===== src/rtl/cpu_types_pkg.sv =====
// cpu_types_pkg -- shared types for the memory stage: data word, MEM-stage FSM states, alignment mask.
// Revision 1.0
`default_nettype none

package cpu_types_pkg;

  typedef logic [31:0] word_t;

  typedef enum logic [1:0] {
    IDLE   = 2'd0,
    ACCESS = 2'd1,
    DONE   = 2'd2,
    HALTED = 2'd3
  } memstate_t;

  localparam logic [1:0] c_MISALIGN_MASK = 2'b11;

endpackage

`default_nettype wire


===== src/rtl/mem_wait_watchdog.sv =====
// mem_wait_watchdog -- counts cache wait cycles and flags the cycle in which the wait limit is reached.
// Revision 1.0
`default_nettype none

module mem_wait_watchdog #(
  parameter int WAIT_LIMIT = 255,
  parameter int CNT_W      = 8
) (
  input  logic CLK,
  input  logic nRST,
  input  logic en_i,
  input  logic clr_i,
  output logic timeout_o
);

  localparam logic [CNT_W-1:0] c_LAST = CNT_W'(WAIT_LIMIT - 1);

  logic [CNT_W-1:0] cnt_q;
  logic [CNT_W-1:0] cnt_d;

  // The counter holds the number of waits already seen, so the limit-th waiting cycle trips here.
  assign timeout_o = en_i & (cnt_q == c_LAST);

  always_comb begin
    cnt_d = cnt_q;
    if (clr_i || timeout_o) begin
      cnt_d = '0;
    end else if (en_i) begin
      cnt_d = cnt_q + 1'b1;
    end
  end

  always_ff @(posedge CLK) begin
    if (!nRST) begin
      cnt_q <= '0;
    end else begin
      cnt_q <= cnt_d;
    end
  end

endmodule

`default_nettype wire


===== src/rtl/mem_stage_ctrl.sv =====
// mem_stage_ctrl -- MEM-stage controller: dcache request/hit handshake, stall, MEM/WB completion strobe.
// Revision 1.0
`default_nettype none

module mem_stage_ctrl
  import cpu_types_pkg::*;
#(
  parameter int WAIT_LIMIT = 255,
  parameter int CNT_W      = 8
) (
  input  logic        CLK,
  input  logic        nRST,
  input  logic        valid_in,
  input  logic        dren_in,
  input  logic        dwen_in,
  input  logic        halt_in,
  input  logic        flush,
  input  logic [31:0] addr_in,
  input  logic [31:0] store_in,
  input  logic        dhit,
  input  logic [31:0] dmemload,
  output logic        dmemREN,
  output logic        dmemWEN,
  output logic [31:0] dmemaddr,
  output logic [31:0] dmemstore,
  output logic        stall,
  output logic        mem_done,
  output logic [31:0] dMemLoad,
  output logic        halt,
  output logic        err_misaligned,
  output logic        err_timeout,
  output logic        err_protocol
);

  memstate_t state_q, state_d;
  word_t     addr_q, addr_d;
  word_t     data_q, data_d;
  word_t     load_q, load_d;
  logic      ren_q, ren_d;
  logic      wen_q, wen_d;
  logic      halt_q, halt_d;
  logic      mis_q, mis_d;
  logic      to_q, to_d;
  logic      pr_q, pr_d;

  logic      w_memop;
  logic      w_misal;
  logic      w_live;
  logic      w_wd_en;
  logic      w_wd_clr;
  logic      w_timeout;

  assign w_memop  = dren_in | dwen_in;
  assign w_misal  = |(addr_in[1:0] & c_MISALIGN_MASK);
  assign w_live   = valid_in & ~flush;
  assign w_wd_en  = (state_q == ACCESS) & ~dhit;
  assign w_wd_clr = (state_q != ACCESS) | dhit;

  mem_wait_watchdog #(
    .WAIT_LIMIT (WAIT_LIMIT),
    .CNT_W      (CNT_W)
  ) u_watchdog (
    .CLK       (CLK),
    .nRST      (nRST),
    .en_i      (w_wd_en),
    .clr_i     (w_wd_clr),
    .timeout_o (w_timeout)
  );

  always_comb begin
    state_d   = state_q;
    addr_d    = addr_q;
    data_d    = data_q;
    load_d    = load_q;
    ren_d     = ren_q;
    wen_d     = wen_q;
    halt_d    = halt_q;
    mis_d     = mis_q;
    to_d      = to_q;
    pr_d      = pr_q;
    stall     = 1'b0;
    mem_done  = 1'b0;
    dmemREN   = 1'b0;
    dmemWEN   = 1'b0;
    dmemaddr  = '0;
    dmemstore = '0;

    case (state_q)
      IDLE: begin
        if (w_live) begin
          if (w_memop) begin
            stall = 1'b1;
            if (dren_in && dwen_in) begin
              pr_d = 1'b1;
            end
            if (w_misal) begin
              mis_d   = 1'b1;
              load_d  = '0;
              state_d = DONE;
            end else begin
              addr_d  = addr_in;
              data_d  = store_in;
              wen_d   = dwen_in;
              ren_d   = ~dwen_in;
              state_d = ACCESS;
            end
          end else if (halt_in) begin
            mem_done = 1'b1;
            halt_d   = 1'b1;
            state_d  = HALTED;
          end else begin
            mem_done = 1'b1;
          end
        end
      end

      ACCESS: begin
        stall     = 1'b1;
        dmemREN   = ren_q;
        dmemWEN   = wen_q;
        dmemaddr  = addr_q;
        dmemstore = data_q;
        if (dhit) begin
          if (ren_q) begin
            load_d = dmemload;
          end
          state_d = DONE;
        end else if (w_timeout) begin
          to_d    = 1'b1;
          load_d  = '0;
          state_d = DONE;
        end
      end

      DONE: begin
        mem_done = 1'b1;
        state_d  = IDLE;
      end

      HALTED: begin
        state_d = HALTED;
      end

      default: begin
        state_d = IDLE;
      end
    endcase
  end

  always_ff @(posedge CLK) begin
    if (!nRST) begin
      state_q <= IDLE;
      addr_q  <= '0;
      data_q  <= '0;
      load_q  <= '0;
      ren_q   <= 1'b0;
      wen_q   <= 1'b0;
      halt_q  <= 1'b0;
      mis_q   <= 1'b0;
      to_q    <= 1'b0;
      pr_q    <= 1'b0;
    end else begin
      state_q <= state_d;
      addr_q  <= addr_d;
      data_q  <= data_d;
      load_q  <= load_d;
      ren_q   <= ren_d;
      wen_q   <= wen_d;
      halt_q  <= halt_d;
      mis_q   <= mis_d;
      to_q    <= to_d;
      pr_q    <= pr_d;
    end
  end

  assign dMemLoad       = load_q;
  assign halt           = halt_q;
  assign err_misaligned = mis_q;
  assign err_timeout    = to_q;
  assign err_protocol   = pr_q;

endmodule

`default_nettype wire


===== config.mk =====
export PLATFORM = sky130hd
export DESIGN_NAME = mem_stage_ctrl
export DESIGN_NICKNAME = d
export VERILOG_FILES = /design/src/rtl/cpu_types_pkg.sv /design/src/rtl/mem_wait_watchdog.sv /design/src/rtl/mem_stage_ctrl.sv
export SDC_FILE = /design/constraint.sdc
export NUM_CORES = 1
export LEC_CHECK = 0
export CAP_MARGIN = 20
export CORE_MARGIN = 4
export CORE_UTILIZATION = 42
export DETAILED_ROUTE_END_ITERATION = 10
export GPL_ROUTABILITY_DRIVEN = 0
export PLACE_DENSITY_LB_ADDON = 0.3
export SYNTH_ARGS = -nofsm -noshare
export SYNTH_HDL_FRONTEND = slang
export SYNTH_SLANG_ARGS = --single-unit

===== constraint.sdc =====
create_clock -name CLK -period 1.8 [get_ports CLK]
set_input_delay 0.18 -clock CLK [delete_from_list [all_inputs] [get_ports CLK]]
set_output_delay 0.18 -clock CLK [all_outputs]
set_load 0.05 [all_outputs]

==> impl_metrics.yaml <==
die:
  dieArea_um2: 12800
  die_w_um: 113
  core_area_um2: 10800
  io_pins: 208
  start_util_pct: 42.8
  rows: 38
  die_y_um: 113
cells_and_area:
  fin_area_um2: 7820
  diodes: 0
  nNetsFinal: 879
  area_growth_syn_to_layout_pct: 68.6
  mostFrequentLayoutCells: "clkdlybuf4s50_1, nand2_1, dfxtp_1"
  drive_above_1_share_pct: 15.0
  layoutNonFillerInstCount: 918
  final_core_util_pct: 72.1
  layout_commonest_cell: "clkdlybuf4s50_1"
  nFillCells: 784
clock_network:
  clock_sinks: 112
  cts_buffer_depth: 2
  htreeDepth: 3
  cts_tree: "built"
  clk_pin_slew_ns: 0.09
  cts_buffers: 9
  root_buffer: "clkbuf_8"
  clk_latency_ns: 0.36
power:
  total_power_mw: 4.60
  ir_worst_vdd_v: 0.000434
  power.density_nw_per_um2: 588
  p_leak_nw: 2.95
critical_path:
  critical_path_class: "flop to output pin"
  cp_max_fo: 22
  required_ns: 1.62
  setup.worst_path.end_class: "output pin"
  startpoint_type: "flop"
  arrival_ns: 1.57
sta:
  fmax_mhz: 570
  period_minus_slack_ns: 1.75
  skew_ns: 0.00788
  fin_crit_sh_pct: 97.4
  tightest_slew_ns: 0.530
  report.final.slew_viol_count: 0
  slew_headroom_pct: 64.6
  hold_violations: 0
  whs_ns: 0.123
  rsz0062_at_grt: "yes"
  setup_viol_count_final: 0
synthesis:
  ys_seq_area_share_pct: 48.4
  synth_nets: 692
  yosys_warnings: 0
  syn-mean-instance-area_um2: 7.91
  synth.distinct_cells: 41
  ys_seq_elements: 112
  synth_top_area_cell: "dfxtp_1"
  synthesis.area_um2: 4640
  synth_cells: 586
  yosys-top-cells-area: "dfxtp_1, nand2_1, o21ai_0"
  synth-async-reset-ratio_pct: 0
  synth_flop_cell: "dfxtp_1"
  synth-edff-count: 0
  synth_top_area_share_pct: 48.4
route:
  dr.pass1.iters: 4
  vias: 4579
  wirelength_um: 13500
  wl_per_cell_um: 14.7
  drtIter0Drc: 300
  drtAntennaViolNets: 0
  vias_per_cell: 4.99
  drc: 0
placement:
  portBuffers: 207
  dpl_cell_area_um2: 7490
  place_inst: 896
  hpwl_um: 10000
min_path:
  hold_class: "input port to flop"
global_routing:
  grt_overflow: 0
  track_usage_pct: 20.6
  grt_pass1_wl_um: 21500
  grt_max_degree: 129
  antenna_found_initial: 0
  grt_pass1_vias: 4532
status:
  outcome: "finished, final reports clean"
run:
  max_cap_viol_count: 0
-- synth_stat cells, types with 3 or more instances --
cell,count
nand2_1,132
dfxtp_1,112
o21ai_0,92
nand3_1,67
and2_1,66
clkbuf_1,23
buf_2,15
nor2_1,13
buf_1,7
o21ai_1,5
nor2b_1,4
xor2_1,4
a31oi_1,3
clkbuf_2,3
inv_1,3
nand4_1,3
nor3_1,3
-- state kept, by name, summed over array words and instances (netlist names) --
| register | flops |
|---|---|
| addr_q | 32 |
| dMemLoad | 32 |
| data_q | 32 |
| u_watchdog.cnt_q | 8 |
| state_q | 2 |
| err_misaligned | 1 |
| err_protocol | 1 |
| err_timeout | 1 |
| halt | 1 |
| ren_q | 1 |
| wen_q | 1 |
-- report_power, final --
part           switching, mW  total [mW]  internal, mW
clock network          0.777        1.57         0.796
logic                  0.212       0.504         0.291
registers             0.0153        2.52          2.50
total                   1.01        4.60          3.59
-- cells by family (layout without fill, tap and decap cells) --
kind of cell               Yosys count  count (layout)  share of synthesized area [%]
AOI/OAI and AO/OA                  107             107                           12.1
adders and majority gates            2               2                          0.540
DFF                                112             112                           48.4
and+or+nand+nor                    306             306                           32.8
muxes                                1               1                          0.216
buffers and inverters               52             244                           4.86
xor gates and xnor gates             6               6                           1.13
-- area by class of cell --
type                       count  area [um^2]  area share [%]
multi-input combinational    422         2180            27.9
clock inverter                 2         35.0           0.448
clock buffer                  14          183            2.34
timing repair buffer         225         2990            38.2
inverter                       3         11.3           0.144
tap                          140          175            2.24
sequential                   112         2250            28.8
-- worst max-delay path, stage by stage (launching register included) --
cell and delay (ns):
dfxtp_4 0.36, and2b_4 0.32, buf_12 0.17, and2_1 0.20, buf_12 0.15
-- per-layer routing --
layer / track usage, % / vias up / part of all wire, %
met5: 0 / - / 0
met4: 8.97 / 0 / 3.4
met3: 5.35 / 30 / 7.0
met2: 36.1 / 162 / 49
met1: 23.6 / 2083 / 40
li1: - / 2304 / -
-- final timing paths --
kind	start	slack, ns	endpoint	cells after the start
setup / recovery	state_q[1]$_SDFFE_PN0P_	0.05	dmemstore[2]	4
hold / removal	nRST	0.12	err_timeout$_SDFFE_PN0P_	2
setup reg to reg	u_watchdog.cnt_q[0]$_SDFFE_PP0P_	0.15	dMemLoad[8]$_SDFFE_PN0P_	7
hold reg to reg	dMemLoad[29]$_SDFFE_PN0P_	0.46	dMemLoad[29]$_SDFFE_PN0P_	2
-- through the flow --
| stage | TNS [ns] | setup slack (ns) |
|---|---|---|
| final | 0 | 0.0467 |
| after CTS | 0 | 0.00133 |
| after floorplan | 0 | 0.0642 |
| after global placement | -1.30 | -0.0514 |
| after global routing | -0.115 | -0.0139 |
| after detailed placement | -2.07 | -0.0806 |
-- timing repair --
action                                 in CTS  in global routing
endpoints found under the hold margin       0                  0
setup endpoints to repair                  66                 61
setup buffers                               0                  5
cloned                                      0                  1
gates resized for setup                     9                  6
hold buffers                                0                  0
(Power assumes the default switching activity.)
